<file path="src/rtl/adc_capture_pkg.sv">
// Shared types and widths for the subsampled ADC capture block.
package adc_capture_pkg;

  localparam int DATA_W          = 14;
  localparam int SAMPLES_PER_SET = 4;
  localparam int ACC_W           = DATA_W + $clog2(SAMPLES_PER_SET);
  localparam int IDX_W           = 3;

  typedef enum logic [1:0] {
    IDLE    = 2'd0,
    SETTLE  = 2'd1,
    CAPTURE = 2'd2
  } state_t;

endpackage

</file>
<file path="src/rtl/adc_set_accum.sv">
// Per-set sample accumulator with round-half-up average of SAMPLES samples.
module adc_set_accum
  import adc_capture_pkg::*;
#(
  parameter int SAMPLES = SAMPLES_PER_SET
) (
  input  logic              clk,
  input  logic              rst,
  input  logic              clr,
  input  logic              add,
  input  logic [DATA_W-1:0] din,
  output logic [DATA_W-1:0] avg
);
  localparam int SH = $clog2(SAMPLES);
  localparam int AW = DATA_W + SH;

  logic [AW-1:0] r_acc;
  logic [AW:0]   w_rnd;

  // clr and add can coincide when a new set's first sample lands on the
  // cycle the previous result is taken; the new sample then seeds the sum.
  always_ff @(posedge clk) begin
    if (rst)      r_acc <= '0;
    else if (clr) r_acc <= add ? AW'(din) : '0;
    else if (add) r_acc <= r_acc + AW'(din);
  end

  assign w_rnd = {1'b0, r_acc} + (AW+1)'(SAMPLES / 2);
  assign avg   = DATA_W'(w_rnd >> SH);

endmodule

</file>
<file path="src/rtl/adc_subsample_capture.sv">
// Subsampled ADC capture: settle after a trigger, then average NUM_SETS sets
// sampled at shrinking intervals and stream one rounded result per set.
module adc_subsample_capture
  import adc_capture_pkg::*;
#(
  parameter int SETTLE_CYCLES = 100,
  parameter int BASE_INTERVAL = 20,
  parameter int NUM_SETS      = 5
) (
  input  logic              clk,
  input  logic              rst,
  input  logic              trigger,
  input  logic              abort,
  input  logic [DATA_W-1:0] bn,
  output logic              busy,
  output logic              res_valid,
  output logic [IDX_W-1:0]  res_idx,
  output logic [DATA_W-1:0] res_data,
  output logic              done
);
  localparam int CW = $clog2(SETTLE_CYCLES + 1);
  localparam int IW = $clog2(BASE_INTERVAL + 1);
  localparam int SW = (SAMPLES_PER_SET > 1) ? $clog2(SAMPLES_PER_SET) : 1;
  localparam logic [IDX_W-1:0] LAST_SET = IDX_W'(NUM_SETS - 1);

  state_t            r_state, w_nx;
  logic [CW-1:0]     r_cnt;
  logic [IW-1:0]     r_ivl, w_ivl_max;
  logic [SW-1:0]     r_smp;
  logic [IDX_W-1:0]  r_set, r_pidx;
  logic              r_pend, r_pend_last;
  logic              w_sample, w_set_end, w_emit, w_finish, w_clr;
  logic [DATA_W-1:0] w_avg;

  assign w_ivl_max = IW'(BASE_INTERVAL - 1) - IW'(r_set);

  always_ff @(posedge clk) begin
    if (rst) r_state <= IDLE;
    else     r_state <= w_nx;
  end

  always_comb begin
    w_nx      = r_state;
    w_sample  = 1'b0;
    w_set_end = 1'b0;
    w_emit    = 1'b0;
    w_finish  = 1'b0;
    w_clr     = 1'b0;
    case (r_state)
      IDLE: if (trigger) w_nx = SETTLE;
      SETTLE: begin
        if (abort) begin
          w_nx  = IDLE;
          w_clr = 1'b1;
        end else if (r_cnt == CW'(SETTLE_CYCLES - 1)) begin
          w_nx = CAPTURE;
        end
      end
      CAPTURE: begin
        if (abort) begin
          w_nx  = IDLE;
          w_clr = 1'b1;
        end else begin
          // A completed set is reported one cycle after its last sample.
          w_emit   = r_pend;
          w_clr    = r_pend;
          w_finish = r_pend && r_pend_last;
          if (w_finish) begin
            w_nx = IDLE;
          end else if (r_ivl == w_ivl_max) begin
            w_sample  = 1'b1;
            w_set_end = (r_smp == SW'(SAMPLES_PER_SET - 1));
          end
        end
      end
      default: w_nx = IDLE;
    endcase
  end

  always_ff @(posedge clk) begin
    if (rst) begin
      r_cnt       <= '0;
      r_ivl       <= '0;
      r_smp       <= '0;
      r_set       <= '0;
      r_pidx      <= '0;
      r_pend      <= 1'b0;
      r_pend_last <= 1'b0;
      busy        <= 1'b0;
      res_valid   <= 1'b0;
      res_idx     <= '0;
      res_data    <= '0;
      done        <= 1'b0;
    end else begin
      r_cnt <= (r_state == SETTLE) ? r_cnt + 1'b1 : '0;
      // Interval counter restarts after every sample, including across sets.
      r_ivl <= (r_state != CAPTURE || w_sample) ? '0 : r_ivl + 1'b1;
      if (r_state != CAPTURE) begin
        r_smp <= '0;
        r_set <= '0;
      end else if (w_sample) begin
        r_smp <= w_set_end ? '0 : r_smp + 1'b1;
        if (w_set_end && r_set != LAST_SET) r_set <= r_set + 1'b1;
      end
      r_pend      <= w_set_end;
      r_pend_last <= w_set_end && (r_set == LAST_SET);
      if (w_set_end) r_pidx <= r_set;
      busy      <= (w_nx != IDLE);
      res_valid <= w_emit;
      done      <= w_finish;
      if (w_emit) begin
        res_idx  <= r_pidx;
        res_data <= w_avg;
      end
    end
  end

  adc_set_accum #(.SAMPLES(SAMPLES_PER_SET)) u_accum (
    .clk (clk),
    .rst (rst),
    .clr (w_clr),
    .add (w_sample),
    .din (bn),
    .avg (w_avg)
  );

endmodule

</file>
<file path="config.mk">
export PLATFORM = sky130hd
export DESIGN_NAME = adc_subsample_capture
export DESIGN_NICKNAME = d
export VERILOG_FILES = /design/src/rtl/adc_capture_pkg.sv /design/src/rtl/adc_set_accum.sv /design/src/rtl/adc_subsample_capture.sv
export SDC_FILE = /design/constraint.sdc
export NUM_CORES = 1
export LEC_CHECK = 0
export BUFFER_PORTS_ARGS = -buffer_cell sky130_fd_sc_hd__buf_2
export CAP_MARGIN = 20
export CORE_UTILIZATION = 60
export DETAILED_ROUTE_END_ITERATION = 7
export PLACE_DENSITY = 0.85
export SETUP_SLACK_MARGIN = 0.1
export SLEW_MARGIN = 10
export SYNTH_ARGS = -nofsm -noshare
export SYNTH_HDL_FRONTEND = slang
export SYNTH_SLANG_ARGS = --single-unit
</file>
<file path="constraint.sdc">
create_clock -name clk -period 4.34 [get_ports clk]
set_clock_uncertainty 0.2 [all_clocks]
set_input_delay 0.868 -clock clk [delete_from_list [all_inputs] [get_ports clk]]
set_output_delay 0.868 -clock clk [all_outputs]
set_load 0.01 [all_outputs]
</file>
==> results of run 1 <==
==> registers in the layout (all words and copies together), names as in the netlist <==
name	flops
busy	1
done	1
r_cnt	7
r_ivl	5
r_pend	1
r_pend_last	1
r_pidx	3
r_set	3
r_smp	2
r_state	2
res_data	14
res_idx	3
res_valid	1
u_accum.r_acc	16
==> how the worst min path moves through the flow <==
stage / slack [ns] / to / cells after the start / start
2_1_floorplan: 0.21 / r_cnt[0] / 1 / r_cnt[0]
3_3_place_gp: 0.23 / r_cnt[0] / 1 / r_cnt[0]
3_5_place_dp: 0.23 / r_cnt[0] / 1 / r_cnt[0]
4_1_cts: 0.24 / r_cnt[0] / 1 / r_cnt[0]
5_1_grt: 0.26 / r_cnt[0] / 1 / r_cnt[0]
6_report: 0.24 / r_cnt[0] / 1 / r_cnt[0]
==> worst max-delay path, cell delays in order <==
cell	delay, ns
buf_2	0.11
ha_1	0.23
fa_1	0.43
a21o_1	0.22
a221oi_2	0.37
o311ai_0	0.24
a221oi_1	0.41
o21ai_0	0.11
a21boi_0	0.21
==> where the power goes <==
group	total, W	switching, W	internal, W
logic	0.0000621	0.0000390	0.0000231
registers	0.000554	0.00000135	0.000553
clock network	0.000508	0.000229	0.000279
total	0.00112	0.000269	0.000855
==> layout by cell type, fill, tap and decap left out, drive strengths merged, types with 3 or more instances in the layout <==
cell	instances
dfxtp	60
nor2	48
buf	40
nand2	39
a21oi	24
ha	24
nand3	18
xor2	17
o21ai	17
xnor2	14
inv	11
and3	11
a211oi	11
clkbuf	10
nor3	8
a22oi	6
mux2i	5
a21o	5
nand4	4
a31oi	4
clkinv	4
or3	3
nand2b	3
nor4	3
nor2b	3
a32o	3
==> final cells by class <==
class | instances | area share, %
Inverter | 12 | 1.19
Clock inverter | 6 | 1.68
Tap cell | 70 | 2.31
Clock buffer | 10 | 3.63
Multi-Input combinational cell | 307 | 54.0
Timing Repair Buffer | 40 | 5.48
Sequential cell | 60 | 31.7
==> per-layer routing <==
layer  wire, µm  global-route usage [%]  vias to the layer above  share of wire (%)
li1           -                       -                     1498                  -
met1       3470                    35.5                     1421                 44
met2       3740                    46.2                      146                 47
met3        633                    4.67                       20                7.9
met4        123                    11.3                        0                1.5
met5          0                       0                        -                  0
==> synth_stat cells, types with 4 or more instances <==
| cell type | n |
|---|---|
| dfxtp_1 | 60 |
| mux2i_1 | 5 |
| a31oi_1 | 4 |
| xor2_1 | 17 |
| clkbuf_1 | 10 |
| a21o_1 | 5 |
| ha_1 | 24 |
| xnor2_1 | 14 |
| nand3_1 | 18 |
| inv_1 | 11 |
| nand4_1 | 4 |
| nor3_1 | 7 |
| nand2_1 | 39 |
| nor2_1 | 47 |
| a211oi_1 | 11 |
| a22oi_1 | 6 |
| and3_1 | 11 |
| a21oi_1 | 24 |
| o21ai_0 | 17 |
==> per-stage QoR <==
stage	utilization [%]	std cells	setup slack [ns]	instance area (µm²)
after floorplan	-	391	1.34	3340
after global placement	68.5	489	1.05	3590
after detailed placement	68.5	489	0.957	3590
after CTS	72.4	505	1.23	3790
after global routing	72.4	505	1.01	3790
final	72.4	505	1.20	3790
==> logic make-up (layout without fill, tap and decap cells) <==
group | after synthesis | in the layout
adder cells (fa/ha/maj) | 25 | 25
AO/OA/AOI/OAI | 92 | 92
XOR/XNOR | 31 | 31
flip-flops | 60 | 60
AND/OR/NAND/NOR | 152 | 152
multiplexers | 7 | 7
buffers and inverters | 24 | 68
==> key figures, run 1 <==
Route
  • Post-route ant nets: 0
  • Via count: 3085
  • Drt total wl: 7.97 mm
  • DR pass1 iterations: 7
  • Routed vias/inst: roughly 6.1
  • First DRT Iteration DRCs: 197
  • DRC: 0
  • DR WL/cell: 15.8 µm

Global route
  • Vias in the first global route: approximately 2900
  • Initial antenna violation count: 0
  • Total global routing overflow: 0
  • Largest net degree at the start of global routing: 36
  • Global-route wire length before repair: ~13 mm
  • Gr usage total: 27.8%

Synthesis
  • Ranking of synthesized cells by area: dfxtp_1 36%, ha_1 9.0%, nor2_1 5.3%
  • Synthesized area: between 0.003 and 0.004 mm²
  • Main flop type after synthesis: dfxtp_1
  • Area share of fa/ha/maj cells after synthesis: 9.59%
  • Sequential share of the synthesized area: 36.0%
  • Compound-cell area share of the yosys netlist: between 10% and 20%
  • Mean post-synth cell area: 8.54 µm²
  • Syn Inst Count: 391
  • Synth top area share: 36.0%
  • Mux contribution to synthesized area: 2.17%
  • Synth area leader: dfxtp_1
  • Count of different cell masters after synthesis: 60
  • #FFs+latches synth: 60
  • Main combinational cell family by area after synthesis: simple AND/OR/NAND/NOR gates
  • Yosys warnings: 0
  • XOR/XNOR Fraction of Synth Area: about 8.1%
  • Post-Syn Nets: ~430
  • Post-Synth Simple-Gate Area: around 22%
  • Post-synth EDFFs: 0
  • Post-synthesis async set-or-reset flop share: 0%

Timing
  • WHS: 0.245 ns
  • Fin crit share: 72.4%
  • Worst-margin pin slew: 1.06 ns
  • Pins over their slew limit: 0
  • Rel. slew slack: between 20 and 30%
  • Unrepaired setup endpoints after global routing: false
  • Setup TNS: 0 ns
  • Period minus WS final: 3.14 ns
  • Setup Viol. Count Final: 0
  • F_max: 318 MHz
  • Hold Vio Cnt, Final: 0

Critical path
  • Critical path class: primary input to register
  • Crit path from: bn[0]
  • R2R Path End: u_accum.r_acc[14]
  • Setup slack, reg-to-reg: 1.52 ns
  • Critical R2R Launch: u_accum.r_acc[0]
  • CP max FO: 4
  • Worst Setup EP: u_accum.r_acc[14]
  • Reg2reg path depth: 8
  • Startpoint Class: primary input
  • Critical path data arrival time: 3.19 ns
  • Req. time, crit path: about 4.4 ns
  • CP endpoint kind: register

Power
  • Lkg Pwr: 1.52 nW
  • PnR Total Power: 0.00112 W
  • VDD IR max: ~0.00018 V
  • Pwr dens: 297 mW/mm²

Layout
  • Layout cell share with drive strength beyond 1: 15.4%
  • Flip-flop and latch area: 0.00120 mm²
  • Layout area overhead: 13.4%
  • Multi-input combinational cell area: 0.00205 mm²
  • Total inserted antenna cells: 0
  • Filler instances: 409
  • Nets: 473

Clock network
  • Clock Path Buffers: 2
  • CTS sink cnt: 60
  • CTS Hold Buffers Added: 0
  • Post-cts sizing count: 0
  • Later-pin clock latency in the skew report: 0.33 ns
  • H-tree levels: 3
  • Cts bufs inserted: 9
  • CTS tree: built
  • Setup bufs post-CTS: 0
  • Clk slew on worst S/H paths: ~0.070 ns
  • Root buf cell: clkbuf_8

Floorplan
  • Core area: 0.00524 mm²
  • Die Width: 76.6 µm
  • Starting density of the core: 63.8%
  • Die Y-Extent: 76.6 µm
  • I/O pin total: 38
  • Rows: 26
  • Die area: between 0.005 and 0.006 mm²

Run
  • Max_cap viols: 0

Placed design
  • Gpl congestion: approximately 0.94
  • Post-DP HPWL: 5.62 mm
  • Port Buffer Count: 37

Hold path
  • Hold Crit Class: register to register

Run status
  • Run status: complete, no violations
Note: power is estimated with default switching activity, not from simulation.
==> run 2, diff against run 1 <==
--- a/config.mk
+++ b/config.mk
@@ -7,9 +7,9 @@
 export LEC_CHECK = 0
 export BUFFER_PORTS_ARGS = -buffer_cell sky130_fd_sc_hd__buf_2
 export CAP_MARGIN = 20
-export CORE_UTILIZATION = 60
+export CORE_UTILIZATION = 53
 export DETAILED_ROUTE_END_ITERATION = 7
-export PLACE_DENSITY = 0.85
+export PLACE_DENSITY = 0.79
 export SETUP_SLACK_MARGIN = 0.1
 export SLEW_MARGIN = 10
 export SYNTH_ARGS = -nofsm -noshare
==> constraint.sdc (replaced) <==
create_clock -name clk -period 2.8 [get_ports clk]
set_clock_uncertainty 0.2 [all_clocks]
set_input_delay 0.56 -clock clk [delete_from_list [all_inputs] [get_ports clk]]
set_output_delay 0.56 -clock clk [all_outputs]
set_load 0.01 [all_outputs]
==> run 2 against run 1 <==
Sequential power increased by 55%. Core utilization fell by 6.7 points. Largest cell class unchanged. Routed wire length shrank 4.5%. Worst hold slack improved by 0.0081 ns. Critical endpoint is now u_accum.r_acc[12]. Largest power group unchanged. Design area increased by 3.9%. First-iteration DRC count is 9.6% lower.
==> key figures, run 2 (synthesis gave the netlist of run 1 again) <==
Run status
  • Run status: complete, no violations

Global route
  • Largest net degree at the start of global routing: 36
  • Vias in the first global route: 2702
  • Total global routing overflow: 0
  • Global-route wire length before repair: 12.1 mm
  • Initial antenna violation count: 0
  • Gr usage total: approximately 24%

Route
  • Routed vias/inst: 5.79
  • Drt total wl: 7.61 mm
  • DR WL/cell: around 14 µm
  • First DRT Iteration DRCs: 178
  • DRC: 0
  • Post-route ant nets: 0
  • DR pass1 iterations: 5
  • Via count: 3050

Clock network
  • Later-pin clock latency in the skew report: 0.34 ns
  • Clk slew on worst S/H paths: 0.08 ns
  • CTS tree: built
  • Cts bufs inserted: 9
  • Setup bufs post-CTS: 0
  • Clock Path Buffers: 2
  • Post-cts sizing count: 0
  • CTS sink cnt: 60
  • CTS Hold Buffers Added: 0
  • H-tree levels: 3
  • Root buf cell: clkbuf_8

Timing
  • Hold Vio Cnt, Final: 0
  • Unrepaired setup endpoints after global routing: false
  • Period minus WS final: 2.56 ns
  • Worst-margin pin slew: about 0.66 ns
  • Setup Viol. Count Final: 0
  • Rel. slew slack: 55.6%
  • Final worst slack: 0.244 ns
  • Fin crit share: 91.3%
  • Setup TNS: 0 ns
  • Pins over their slew limit: 0
  • F_max: about 400 MHz

Critical path
  • CP endpoint kind: register
  • Startpoint Class: register
  • Req. time, crit path: 2.82 ns
  • Critical path data arrival time: 2.57 ns
  • Slowest CP cell: fa_1
  • Critical path class: register to register
  • CP max FO: 4
  • Cell chain of the critical path: ha_1, fa_1, a21o_1, a221oi_4, o311ai_1, or3_1, nand4_1, o21ai_0
  • Slowest stage delay, CP: 0.41 ns

Layout
  • Nets: 490
  • Most common cell after layout, fill and taps aside: dfxtp_1
  • Layout area overhead: 17.8%
  • Finished Cell Area: between 0.003 and 0.004 mm²
  • Total inserted antenna cells: 0
  • Max reg flops: 16
  • Most frequent cells in the layout: 60 x dfxtp_1, 47 x nor2_1, 39 x nand2_1
  • Final Core Density: 65.7%
  • Top flop regs: u_accum.r_acc (16), res_data (14), r_cnt (7)
  • Largest register by flop count: u_accum.r_acc
  • Layout cell share with drive strength beyond 1: 18.8%

Power
  • Switching Share: 25.2%
  • Pwr dens: 441 mW/mm²
  • Part of the power in registers: about half
  • Clock network power share: 44.3%
  • VDD IR max: approximately 0.00033 V
  • Lkg Pwr: 1.60 nW
  • PnR Total Power: around 0.0017 W
  • Internal power: about 0.0013 W
  • Combinational Power Share: 6.2%
  • Net Switching: 0.000437 W

Floorplan
  • I/O pin total: 38
  • Starting density of the core: 55.8%
  • Core area: 0.00599 mm²
  • Die area: 0.00662 mm²
  • Rows: 28
  • Die Width: between 80 and 90 µm
  • Die Y-Extent: 81.4 µm

Run
  • Max_cap viols: 0

Placed design
  • Port Buffer Count: 37
  • Gpl congestion: between 0.9 and 1
  • Placed inst area: roughly 0.0037 mm²
  • Post-DP HPWL: 5.66 mm
  • Pre-CTS setup slack: -0.213 ns

Hold path
  • Hold Crit Class: register to register
[run 2: layer usage]
layer	wire, µm	track usage (%)
met3	447	5.06
met4	150	11.8
met5	0	0
met2	3410	37.1
met1	3600	31.5
[run 2: critical path, delay by kind of cell (launching register included)]
| kind | cells | cell delay [ns] |
|---|---|---|
| AO/OA/AOI/OAI | 4 | 0.79 |
| adder cells (fa/ha/maj) | 2 | 0.62 |
| AND/OR/NAND/NOR | 2 | 0.47 |
| flip-flops | 1 | 0.33 |
[run 2: final timing paths]
kind                     from           endpoint  depth (start not counted)  slack [ns]
max          u_accum.r_acc[0]  u_accum.r_acc[12]                          8        0.24
min                  r_cnt[0]           r_cnt[0]                          1        0.25
max reg2reg  u_accum.r_acc[0]  u_accum.r_acc[12]                          8        0.24
min reg2reg          r_cnt[0]           r_cnt[0]                          1        0.25
[run 2: layout make-up]
| cell class | instances | area [µm²] |
|---|---|---|
| flip-flops and latches | 60 | 1200 |
| multi-input cells | 307 | 2060 |
| fillers | 486 | 2050 |
| clock buffers | 12 | 165 |
| well taps | 75 | 93.8 |
| repair buffers | 57 | 335 |
| inverters | 12 | 45.0 |
| clock inverters | 4 | 31.3 |
[run 2: power by group through the flow]
stage	logic, W	clock network (W)	registers, W
after detailed placement	0.000105	0	0.000879
after global routing	0.000119	0.000808	0.000859
final	0.000107	0.000768	0.000859
after floorplan	0.0000587	0	0.000879
after global placement	0.000102	0	0.000878
after CTS	0.000106	0.000770	0.000859
[run 2: per-stage QoR]
step | std cells | hold WS (ns)
detailed placement | 511 | 0.248
global placement | 511 | 0.226
finish | 527 | 0.253
global route | 527 | 0.287
CTS | 527 | 0.257
floorplan | 391 | 0.213
==> run 3, diff against run 2 <==
--- a/config.mk
+++ b/config.mk
@@ -7,9 +7,10 @@
 export LEC_CHECK = 0
 export BUFFER_PORTS_ARGS = -buffer_cell sky130_fd_sc_hd__buf_2
 export CAP_MARGIN = 20
-export CORE_UTILIZATION = 53
+export CORE_UTILIZATION = 50
 export DETAILED_ROUTE_END_ITERATION = 7
-export PLACE_DENSITY = 0.79
+export MAX_ROUTING_LAYER = met4
+export PLACE_DENSITY = 0.76
 export SETUP_SLACK_MARGIN = 0.1
 export SLEW_MARGIN = 10
 export SYNTH_ARGS = -nofsm -noshare
==> run 3 against run 2 <==
Sequential share of layout area rose by 0.19 points. Fmax decreased by 0.37%. Critical path depth up 1. Largest power group unchanged. Die area increased by 5.9%. Design area down 0.60%. Final cell count grew 0.19%. Global-route usage decreased by 0.45 points. Clock power fell by 8.1%. Sequential cell count stayed put. Sequential power hardly changed.
==> key figures, run 3 (synthesis gave the netlist of run 1 again) <==
Critical path
  • Req. time, crit path: around 2.8 ns
  • CP max FO: 4
  • Critical path data arrival time: 2.58 ns
  • Critical path class: primary input to register
  • Startpoint Class: primary input
  • Worst Setup EP: u_accum.r_acc[10]
  • Critical R2R Launch: u_accum.r_acc[0]
  • Crit path from: bn[0]
  • Reg2reg path depth: 8
  • CP endpoint kind: register
  • Setup slack, reg-to-reg: 0.27 ns
  • R2R Path End: u_accum.r_acc[10]

Layout
  • Most frequent cells in the layout: 60 x dfxtp_1, 47 x nor2_1, 39 x nand2_1
  • Total inserted antenna cells: 0
  • Layout area overhead: 17.1%
  • Layout cell share with drive strength beyond 1: between 10% and 20%
  • Max reg flops: 16
  • Multi-input combinational cell area: 0.00206 mm²
  • Flip-flop and latch area: 0.00120 mm²
  • Top flop regs: u_accum.r_acc (16), res_data (14), r_cnt (7)
  • Nets: 490
  • Most common cell after layout, fill and taps aside: dfxtp_1
  • Largest register by flop count: u_accum.r_acc
  • Finished Cell Area: 0.00391 mm²
  • Filler instances: 551

Timing
  • Hold Vio Cnt, Final: 0
  • Rel. slew slack: approximately 53%
  • F_max: 390 MHz
  • Pins over their slew limit: 0
  • Setup Viol. Count Final: 0
  • Fin crit share: 91.6%
  • Worst-margin pin slew: roughly 0.7 ns
  • Unrepaired setup endpoints after global routing: false
  • Period minus WS final: 2.57 ns

Placed design
  • Gpl congestion: between 0.9 and 1
  • Post-DP HPWL: roughly 5.7 mm
  • Port Buffer Count: 37
  • Placed inst area: 0.00372 mm²

Clock network
  • H-tree levels: 3
  • Later-pin clock latency in the skew report: 0.33 ns
  • CTS tree: built
  • CTS sink cnt: 60
  • Clock Path Buffers: 2
  • Root buf cell: clkbuf_8
  • Clk slew on worst S/H paths: 0.07 ns
  • Cts bufs inserted: 9

Route
  • First DRT Iteration DRCs: 196
  • Drt total wl: roughly 7.7 mm
  • Routed vias/inst: 5.71
  • DR pass1 iterations: 6
  • Via count: 3013
  • DR WL/cell: 14.7 µm
  • Post-route ant nets: 0
  • DRC: 0

Power
  • VDD IR max: 0.000428 V
  • Pwr dens: 427 mW/mm²
  • PnR Total Power: about 0.0017 W
  • Lkg Pwr: around 1.6 nW

Floorplan
  • Die Y-Extent: 83.7 µm
  • I/O pin total: 38
  • Die Width: 83.7 µm
  • Die area: 0.00701 mm²
  • Rows: 29
  • Core area: 0.00639 mm²
  • Starting density of the core: 52.3%

Global route
  • M3 GR Usage: around 3.5%
  • Global-route wire length before repair: 13.0 mm
  • Gr usage total: about a quarter
  • GRT met2 Usage: 35.6%
  • Total global routing overflow: 0
  • Initial antenna violation count: 0
  • GR Util met1: 32.0%
  • Vias in the first global route: 2762
  • GR peak layer: met2
  • Largest net degree at the start of global routing: 36

Run
  • Max_cap viols: 0

Hold path
  • Hold Crit Class: register to register
  • Hold path depth: 1

Run status
  • Run status: complete, no violations
[run 3: layout make-up]
type                            instances  area share [%]
Tap cell                               77            2.46
Inverter                               12            1.15
Sequential cell                        60            30.7
Timing Repair Buffer                   57            8.57
Clock buffer                           11            3.87
Clock inverter                          4           0.640
Multi-Input combinational cell        307            52.6
[run 3: how the worst min path moves through the flow]
stage	startpoint	end
after floorplan	r_cnt[0]	r_cnt[0]
final	r_cnt[0]	r_cnt[0]
after global routing	r_cnt[0]	r_cnt[0]
after detailed placement	r_cnt[0]	r_cnt[0]
after CTS	r_cnt[0]	r_cnt[0]
after global placement	r_cnt[0]	r_cnt[0]
[run 3: critical path, stage by stage]
cell	delay, ns
buf_2	0.11
ha_1	0.21
fa_1	0.40
a21o_1	0.24
a221oi_4	0.31
o311ai_0	0.22
xor2_1	0.19
a222oi_1	0.27
nor2_1	0.06
[run 3: timing repair]
action	4_1_cts	5_1_grt
setup buffers	0	0
hold buffers	0	0
endpoints found under the setup margin	1	2
gates resized for setup	1	1
pin swaps	0	1
[run 3: metrics by stage]
step	hold slack, ns	setup TNS [ns]	utilization (%)	setup slack [ns]	std cells
2_1_floorplan	0.213	0	-	0.111	391
4_1_cts	0.242	0	61.3	0.157	528
3_5_place_dp	0.233	-0.597	58.3	-0.259	513
5_1_grt	0.271	0	61.3	0.107	528
3_3_place_gp	0.230	-0.318	58.3	-0.170	513
6_report	0.242	0	61.3	0.235	528
[run 3: layer usage]
layer / wire length (µm) / vias to the layer above / part of all wire [%]
met5: 0 / - / 0
met3: 472 / 18 / 6.1
li1: - / 1519 / -
met1: 3740 / 1369 / 48
met4: 143 / 0 / 1.8
met2: 3380 / 107 / 44
[run 3: power by group]
group          internal (W)  switching [W]
Combinational     0.0000428      0.0000627
Sequential         0.000857     0.00000269
Clock              0.000361       0.000344
Total               0.00126       0.000410
